$ cat config.mk
export PLATFORM = sky130hd
export DESIGN_NAME = path_walker
export DESIGN_NICKNAME = d
export VERILOG_FILES = /design/src/rtl/path_walker.sv
export SDC_FILE = /design/constraint.sdc
export NUM_CORES = 1
export LEC_CHECK = 0
export CAP_MARGIN = 20
export CORE_MARGIN = 10
export CORE_UTILIZATION = 55
export DETAILED_ROUTE_END_ITERATION = 8
export DONT_BUFFER_PORTS = 1
export GPL_TIMING_DRIVEN = 0
export PLACE_DENSITY_LB_ADDON = 0.25
export SLEW_MARGIN = 20
export SYNTH_ARGS = -nofsm -noshare
export SYNTH_HDL_FRONTEND = slang
export SYNTH_SLANG_ARGS = --single-unit
$ cat constraint.sdc
create_clock -name clk -period 2.5 [get_ports clk]
set_input_delay 0.5 -clock clk [delete_from_list [all_inputs] [get_ports clk]]
set_output_delay 0.5 -clock clk [all_outputs]
set_load 0.01 [all_outputs]
$ cat src/rtl/path_walker.sv
// Maze path walker: applies a stream of 2-bit moves to a coordinate on a
// square grid, flagging out-of-bounds moves and step-counter overflow.
module path_walker #(
  parameter int COORD_BITS = 4,
  parameter int CNT_BITS   = 8
) (
  input  logic                  clk,
  input  logic                  rst,
  input  logic                  start,
  input  logic [COORD_BITS-1:0] start_x,
  input  logic [COORD_BITS-1:0] start_y,
  input  logic                  in_valid,
  input  logic [1:0]            in_dir,
  input  logic                  in_done,
  output logic                  out_valid,
  output logic [COORD_BITS-1:0] out_x,
  output logic [COORD_BITS-1:0] out_y,
  output logic [CNT_BITS-1:0]   step_count,
  output logic                  busy,
  output logic                  done,
  output logic                  error
);

  typedef enum logic [1:0] {
    IDLE = 2'd0,
    WALK = 2'd1,
    DONE = 2'd2,
    ERR  = 2'd3
  } state_t;

  localparam logic [COORD_BITS-1:0] COORD_MAX = '1;
  localparam logic [CNT_BITS-1:0]   CNT_MAX   = '1;

  state_t                state_q, state_d;
  logic [COORD_BITS-1:0] x_q, x_d;
  logic [COORD_BITS-1:0] y_q, y_d;
  logic [CNT_BITS-1:0]   cnt_q, cnt_d;
  logic                  out_valid_q, out_valid_d;
  logic                  busy_q, busy_d;
  logic                  done_q, done_d;
  logic                  error_q, error_d;

  logic [COORD_BITS-1:0] nx, ny;
  logic                  oob;

  // Candidate cell and its bounds check, evaluated before any arithmetic
  // result is committed so a wrapped coordinate never reaches the outputs.
  always_comb begin
    nx  = x_q;
    ny  = y_q;
    oob = 1'b0;
    case (in_dir)
      2'b00: begin oob = (y_q == '0);        ny = y_q - 1'b1; end
      2'b01: begin oob = (x_q == COORD_MAX); nx = x_q + 1'b1; end
      2'b10: begin oob = (x_q == '0);        nx = x_q - 1'b1; end
      default: begin oob = (y_q == COORD_MAX); ny = y_q + 1'b1; end
    endcase
  end

  always_comb begin
    state_d     = state_q;
    x_d         = x_q;
    y_d         = y_q;
    cnt_d       = cnt_q;
    out_valid_d = 1'b0;
    case (state_q)
      WALK: begin
        if (in_valid) begin
          if (oob || (cnt_q == CNT_MAX)) begin
            state_d = ERR;
          end else begin
            x_d         = nx;
            y_d         = ny;
            cnt_d       = cnt_q + 1'b1;
            out_valid_d = 1'b1;
            state_d     = in_done ? DONE : WALK;
          end
        end else if (in_done) begin
          state_d = DONE;
        end
      end
      default: begin
        if (start) begin
          x_d     = start_x;
          y_d     = start_y;
          cnt_d   = '0;
          state_d = WALK;
        end
      end
    endcase
    busy_d  = (state_d == WALK);
    done_d  = (state_d == DONE);
    error_d = (state_d == ERR);
  end

  always_ff @(posedge clk or posedge rst) begin
    if (rst) begin
      state_q     <= IDLE;
      x_q         <= '0;
      y_q         <= '0;
      cnt_q       <= '0;
      out_valid_q <= 1'b0;
      busy_q      <= 1'b0;
      done_q      <= 1'b0;
      error_q     <= 1'b0;
    end else begin
      state_q     <= state_d;
      x_q         <= x_d;
      y_q         <= y_d;
      cnt_q       <= cnt_d;
      out_valid_q <= out_valid_d;
      busy_q      <= busy_d;
      done_q      <= done_d;
      error_q     <= error_d;
    end
  end

  assign out_valid  = out_valid_q;
  assign out_x      = x_q;
  assign out_y      = y_q;
  assign step_count = cnt_q;
  assign busy       = busy_q;
  assign done       = done_q;
  assign error      = error_q;

endmodule
After elaboration in Yosys (flattened, before gate mapping)
Cells that the tools add are included.
- add/sub/neg operators: 5
- equality and inequality tests: 13
- multiplexer cells: 24
- reductions and logical operators: 9
- operators with widths (operator ; count):
    two-way mux 4 bit ; 8
    two-way mux 8 bit ; 4
    case mux 4 bit (2 select lines) ; 2
    two-way mux 2 bit ; 6
    adder 4 x 1 -> 4 bit, second input constant ; 2
    adder 8 x 1 -> 8 bit, second input constant ; 1
    equality test 4 bit, second input constant ; 2
    equality test 8 bit, second input constant ; 1
    zero test 4 bit ; 2
    AND reduction 4 bit ; 2
    subtractor 4 x 1 -> 4 bit, second input constant ; 2
    equality test 2 x 1 -> 1 bit, second input constant ; 3
    equality test 2 bit, second input constant ; 3
    inequality test 2 bit, second input constant ; 3
    two-way mux 1 bit ; 3
    inequality test 3 x 1 -> 1 bit, second input constant ; 1
    case mux 1 bit (3 select lines) ; 1
    AND reduction 3 bit ; 1
    zero test 2 bit ; 1
    nonzero test 2 bit ; 1
    OR reduction 2 bit ; 1
    logical OR 1 bit ; 1
- register bits: 22
- output and inout port bits: 20

Longest topological paths before layout
- word-level depth: 7
- depth in mapped cells: 8
- depth with buffers taken out: 8

Worst setup path before layout
OpenSTA, ideal clock, no wires.
- path kind: in2reg
- start: input port in_dir[1]
- end: register x_q[2], in the netlist out_x[2]
- slack: 0.213 ns
- data required time: 2.375 ns
- cell stages on the path: 7
- buffers on the path: 0
- arrival time: 2.161 ns
- path through: inv_1 > ha_1 > or4b_1 > o22ai_4 > nor3_4 > a21o_4 > mux2_4
- word-level cells in the longest chain between the ends: 5
- elaborated cells on any way between the ends: 12
- classes of those cells: 4 x eq/ne; 5 x mux; 3 x reduce/logical
- RTL lines (item ; line ; RTL):
    start, declared ; 13 ; input logic [1:0] in_dir,
    equality test 2 bit (tied with other cells) ; 52 ; case (in_dir)
    case mux 1 bit (3 select lines) / case mux 4 bit (2 select lines) (equally long branches) ; 52 ;
    logical OR 1 bit / two-way mux 4 bit (equally long branches) ; 69 ; if (oob || (cnt_q == CNT_MAX)) begin
    inequality test 2 bit (no source line) / two-way mux 4 bit (equally long branches) ; - ;
    AND reduction 4 bit (no source line) / two-way mux 4 bit (equally long branches) ; - ;
    end signal, assigned ; 99 ; x_q <= '0;
    end signal, assigned ; 108 ; x_q <= x_d;
    end, declared ; 35 ; logic [COORD_BITS-1:0] x_q, x_d;
Several ways; a longest one is shown, not always the timed one. The select of a mux whose other input is x is not followed.
A chain may end at the register's enable or synchronous reset.

Worst setup path after layout
- start: register x_q[0], in the netlist out_x[0]
- end: register x_q[3], in the netlist out_x[3]
- word-level cells in the longest chain between the ends: 5
- elaborated cells on any way between the ends: 12
- classes of those cells: 2 x add/sub; 2 x eq/ne; 5 x mux; 3 x reduce/logical
- RTL lines (item ; line ; RTL):
    subtractor 4 x 1 -> 4 bit (tied with other cells) ; 55 ; 2'b10: begin oob = (x_q == '0); nx = x_q - 1'b1; end
    case mux 4 bit (2 select lines) / case mux 1 bit (3 select lines) (equally long branches) ; 52 ;
    two-way mux 4 bit / logical OR 1 bit (equally long branches) ; 69 ;
    two-way mux 4 bit / inequality test 2 bit (equally long branches) ; - ;
    two-way mux 4 bit / AND reduction 4 bit (equally long branches) ; - ;
Several ways; a longest one is shown, not always the timed one. The select of a mux whose other input is x is not followed.

==> flow_summary.yaml <==
synth:
  ys.flop_type: "dfrtp_1"
  synth_edf_count: 0
  syn-instance-count: 144
  ys_async_sr_fraction_pct: 100
  syn_avg_cell_area_um2: 9.93
  synth_seq_cells: 22
  synth_cell_types: 41
  synth_area_um2: 1430
  yosysSeqAreaShare_pct: 38.5
  synth_nets: 170
  synth_warnings: 0
sta:
  setup_tns_ns: 0
  drv_slew: 0
  rsz0062_at_grt: "no"
  post-route-min-period_ns: 2.15
  finalCritPeriodShare_pct: 86.0
  fin_skew_ns: 0.00868
  fmax_ghz: 0.465
  finalSetupViolations: 0
  worstMarginPinSlew_ns: 0.834
  slew_headroom_pct: 44.3
  hold_violations: 0
cts:
  insertion_delay_ns: 0.31
  htreeDepth: 1
  cts.sinks: 22
  clockBufferDepth: 2
  postCtsSetupBuffers: 0
  clk_pin_slew_ns: 0.13
  cts_tree: "done"
  ctsHoldBuffers: 0
  cts_root_buf: "clkbuf_4"
  cts_resized: 0
  numCtsBuffers: 3
global_routing:
  grt_max_degree: 23
  antenna_found_initial: 0
  grt_pass1_wl_mm: 5.35
  grt.total_usage_pct: 12.9
  globalRouteOverflowTotal: 0
  first_global_vias: 1050
route:
  drt-pass1-iter-count: 4
  drc_errors: 0
  vias: 1086
  wirelength_mm: 3.20
  vias_per_cell: 6.10
  antenna_left: 0
  drt_iter0_markers: 117
  avgRoutedWirePerCell_um: 18.0
place:
  io_buffers: 0
  hpwl_mm: 2.59
  place_inst: 174
  finalWeightedCongestion: 0.765
cells_and_area:
  mostFrequentLayoutCell: "dfrtp_1"
  antenna_cells: 0
  drive_gt1_share_pct: 10.8
  stdcell_count: 178
  nNetsFinal: 175
  multi_input_area_um2: 826
  seq_area_um2: 551
  syn2layout_area_growth_pct: 5.16
  fill_cells: 197
  final_cell_mix: "22 x dfrtp_1, 17 x nand2_1, 12 x inv_1"
die:
  core_area_um2: 2480
  die-area_um2: 5040
  core.rowCount: 18
  chipHeight_um: 71.0
  die_w_um: 71.0
  io_pins: 35
  start_util_pct: 57.7
pwr:
  seqPwrFrac_pct: 42.6
  powerDensity_nw_per_um2: 1110
  ir_worst_vdd_mv: 0.712
  switching_share_pct: 45.1
  p_leak_uw: 0.000704
  power.share.combinational_pct: 45.5
  p_clk_share_pct: 11.9
  p_int_uw: 916
  switchingPower_uw: 754
outcome:
  status: "complete, no violations"
critical_path:
  arrival_ns: 2.35
  critical_path_class: "reg2reg"
  worstPathMaxFanout: 9
  cp-start-kind: "register"
  worstSetupEndpointType: "register"
  cp.required_ns: 2.70
run:
  drv_cap: 0
hold_path:
  hold_path_class: "in2async"
==> registers in the layout, indices dropped and copies added, names as in the netlist <==
| name | flops |
|---|---|
| state_q | 2 |
| out_valid | 1 |
| error | 1 |
| out_x | 4 |
| step_count | 8 |
| out_y | 4 |
| done | 1 |
| busy | 1 |
==> cell usage after synthesis (2+ instances only) <==
| cell | instances | area share [%] |
|---|---|---|
| a211oi_1 | 2 | 1.0 |
| a21o_1 | 2 | 1.0 |
| a21oi_1 | 9 | 3.1 |
| a31oi_1 | 3 | 1.3 |
| dfrtp_1 | 22 | 38 |
| fa_1 | 2 | 2.8 |
| ha_1 | 9 | 7.9 |
| inv_1 | 12 | 3.1 |
| mux2_4 | 2 | 2.1 |
| mux2i_1 | 4 | 2.8 |
| nand2_1 | 17 | 4.5 |
| nand2b_1 | 2 | 0.87 |
| nand3_1 | 6 | 2.1 |
| nand3b_1 | 2 | 1.0 |
| nor2_1 | 8 | 2.1 |
| o21a_1 | 2 | 1.0 |
| o21ai_0 | 9 | 3.1 |
| o31ai_1 | 2 | 1.0 |
| or4b_1 | 2 | 1.4 |
| xnor2_1 | 5 | 3.1 |
| xor2_1 | 2 | 1.2 |
==> cells by family after synthesis <==
logic type / count (synthesis) / share of synthesized area, %
adder cells (fa/ha/maj): 11 / 10.7
XOR/XNOR: 7 / 4.29
AND/OR/NAND/NOR: 45 / 17.2
flip-flops: 22 / 38.5
multiplexers: 7 / 5.69
buffers and inverters: 14 / 3.76
AO/OA/AOI/OAI: 38 / 19.9
==> worst paths after layout <==
path	slack, ns	end	start	cells past startpoint
max in group asynchronous	1.75	out_x[0]	rst	1
min in group clk	0.28	busy	in_done	1
max reg2reg	0.35	out_x[3]	out_x[0]	5
max	0.35	out_x[3]	out_x[0]	5
min	0.23	step_count[2]	rst	1
min reg2reg	0.52	done	state_q[0]	1
==> critical path, stage by stage (launching register included) <==
cell     delay [ns]
dfrtp_1        0.51
or4b_4         0.60
o22ai_4        0.26
nor3_4         0.13
a21o_4         0.27
mux2_4         0.29
==> routing by layer <==
layer / vias to the layer above / track usage [%] / wire (um)
li1: 522 / - / -
met5: - / 0 / 0
met3: 6 / 5.86 / 264
met1: 528 / 14.5 / 1270
met4: 0 / 3.66 / 46
met2: 30 / 21.3 / 1620
==> final cells by class <==
class | count | area share [%]
Tap cell | 30 | 2.50
Inverter | 12 | 3.00
Buffer | 2 | 0.582
Multi-Input combinational cell | 108 | 54.9
Clock buffer | 4 | 2.41
Sequential cell | 22 | 36.6
==> power by group through the flow <==
| stage | logic (uW) | clock network [uW] | registers (uW) |
|---|---|---|---|
| floorplan | 634 | 0 | 666 |
| global placement | 719 | 0 | 723 |
| global route | 861 | 213 | 740 |
| CTS | 768 | 200 | 718 |
| detailed placement | 767 | 0 | 726 |
| finish | 761 | 198 | 711 |
==> metrics by stage <==
step	cell area [um^2]	setup slack [ns]	power [uW]	hold WS, ns	utilization [%]
global route	1500	0.149	1810	0.270	60.7
floorplan	1430	0.213	1300	0.460	-
global placement	1470	0.110	1440	0.483	59.2
finish	1500	0.349	1670	0.227	60.7
CTS	1500	0.342	1690	0.258	60.7
detailed placement	1470	0.0462	1490	0.509	59.2
(Power assumes the default switching activity.)
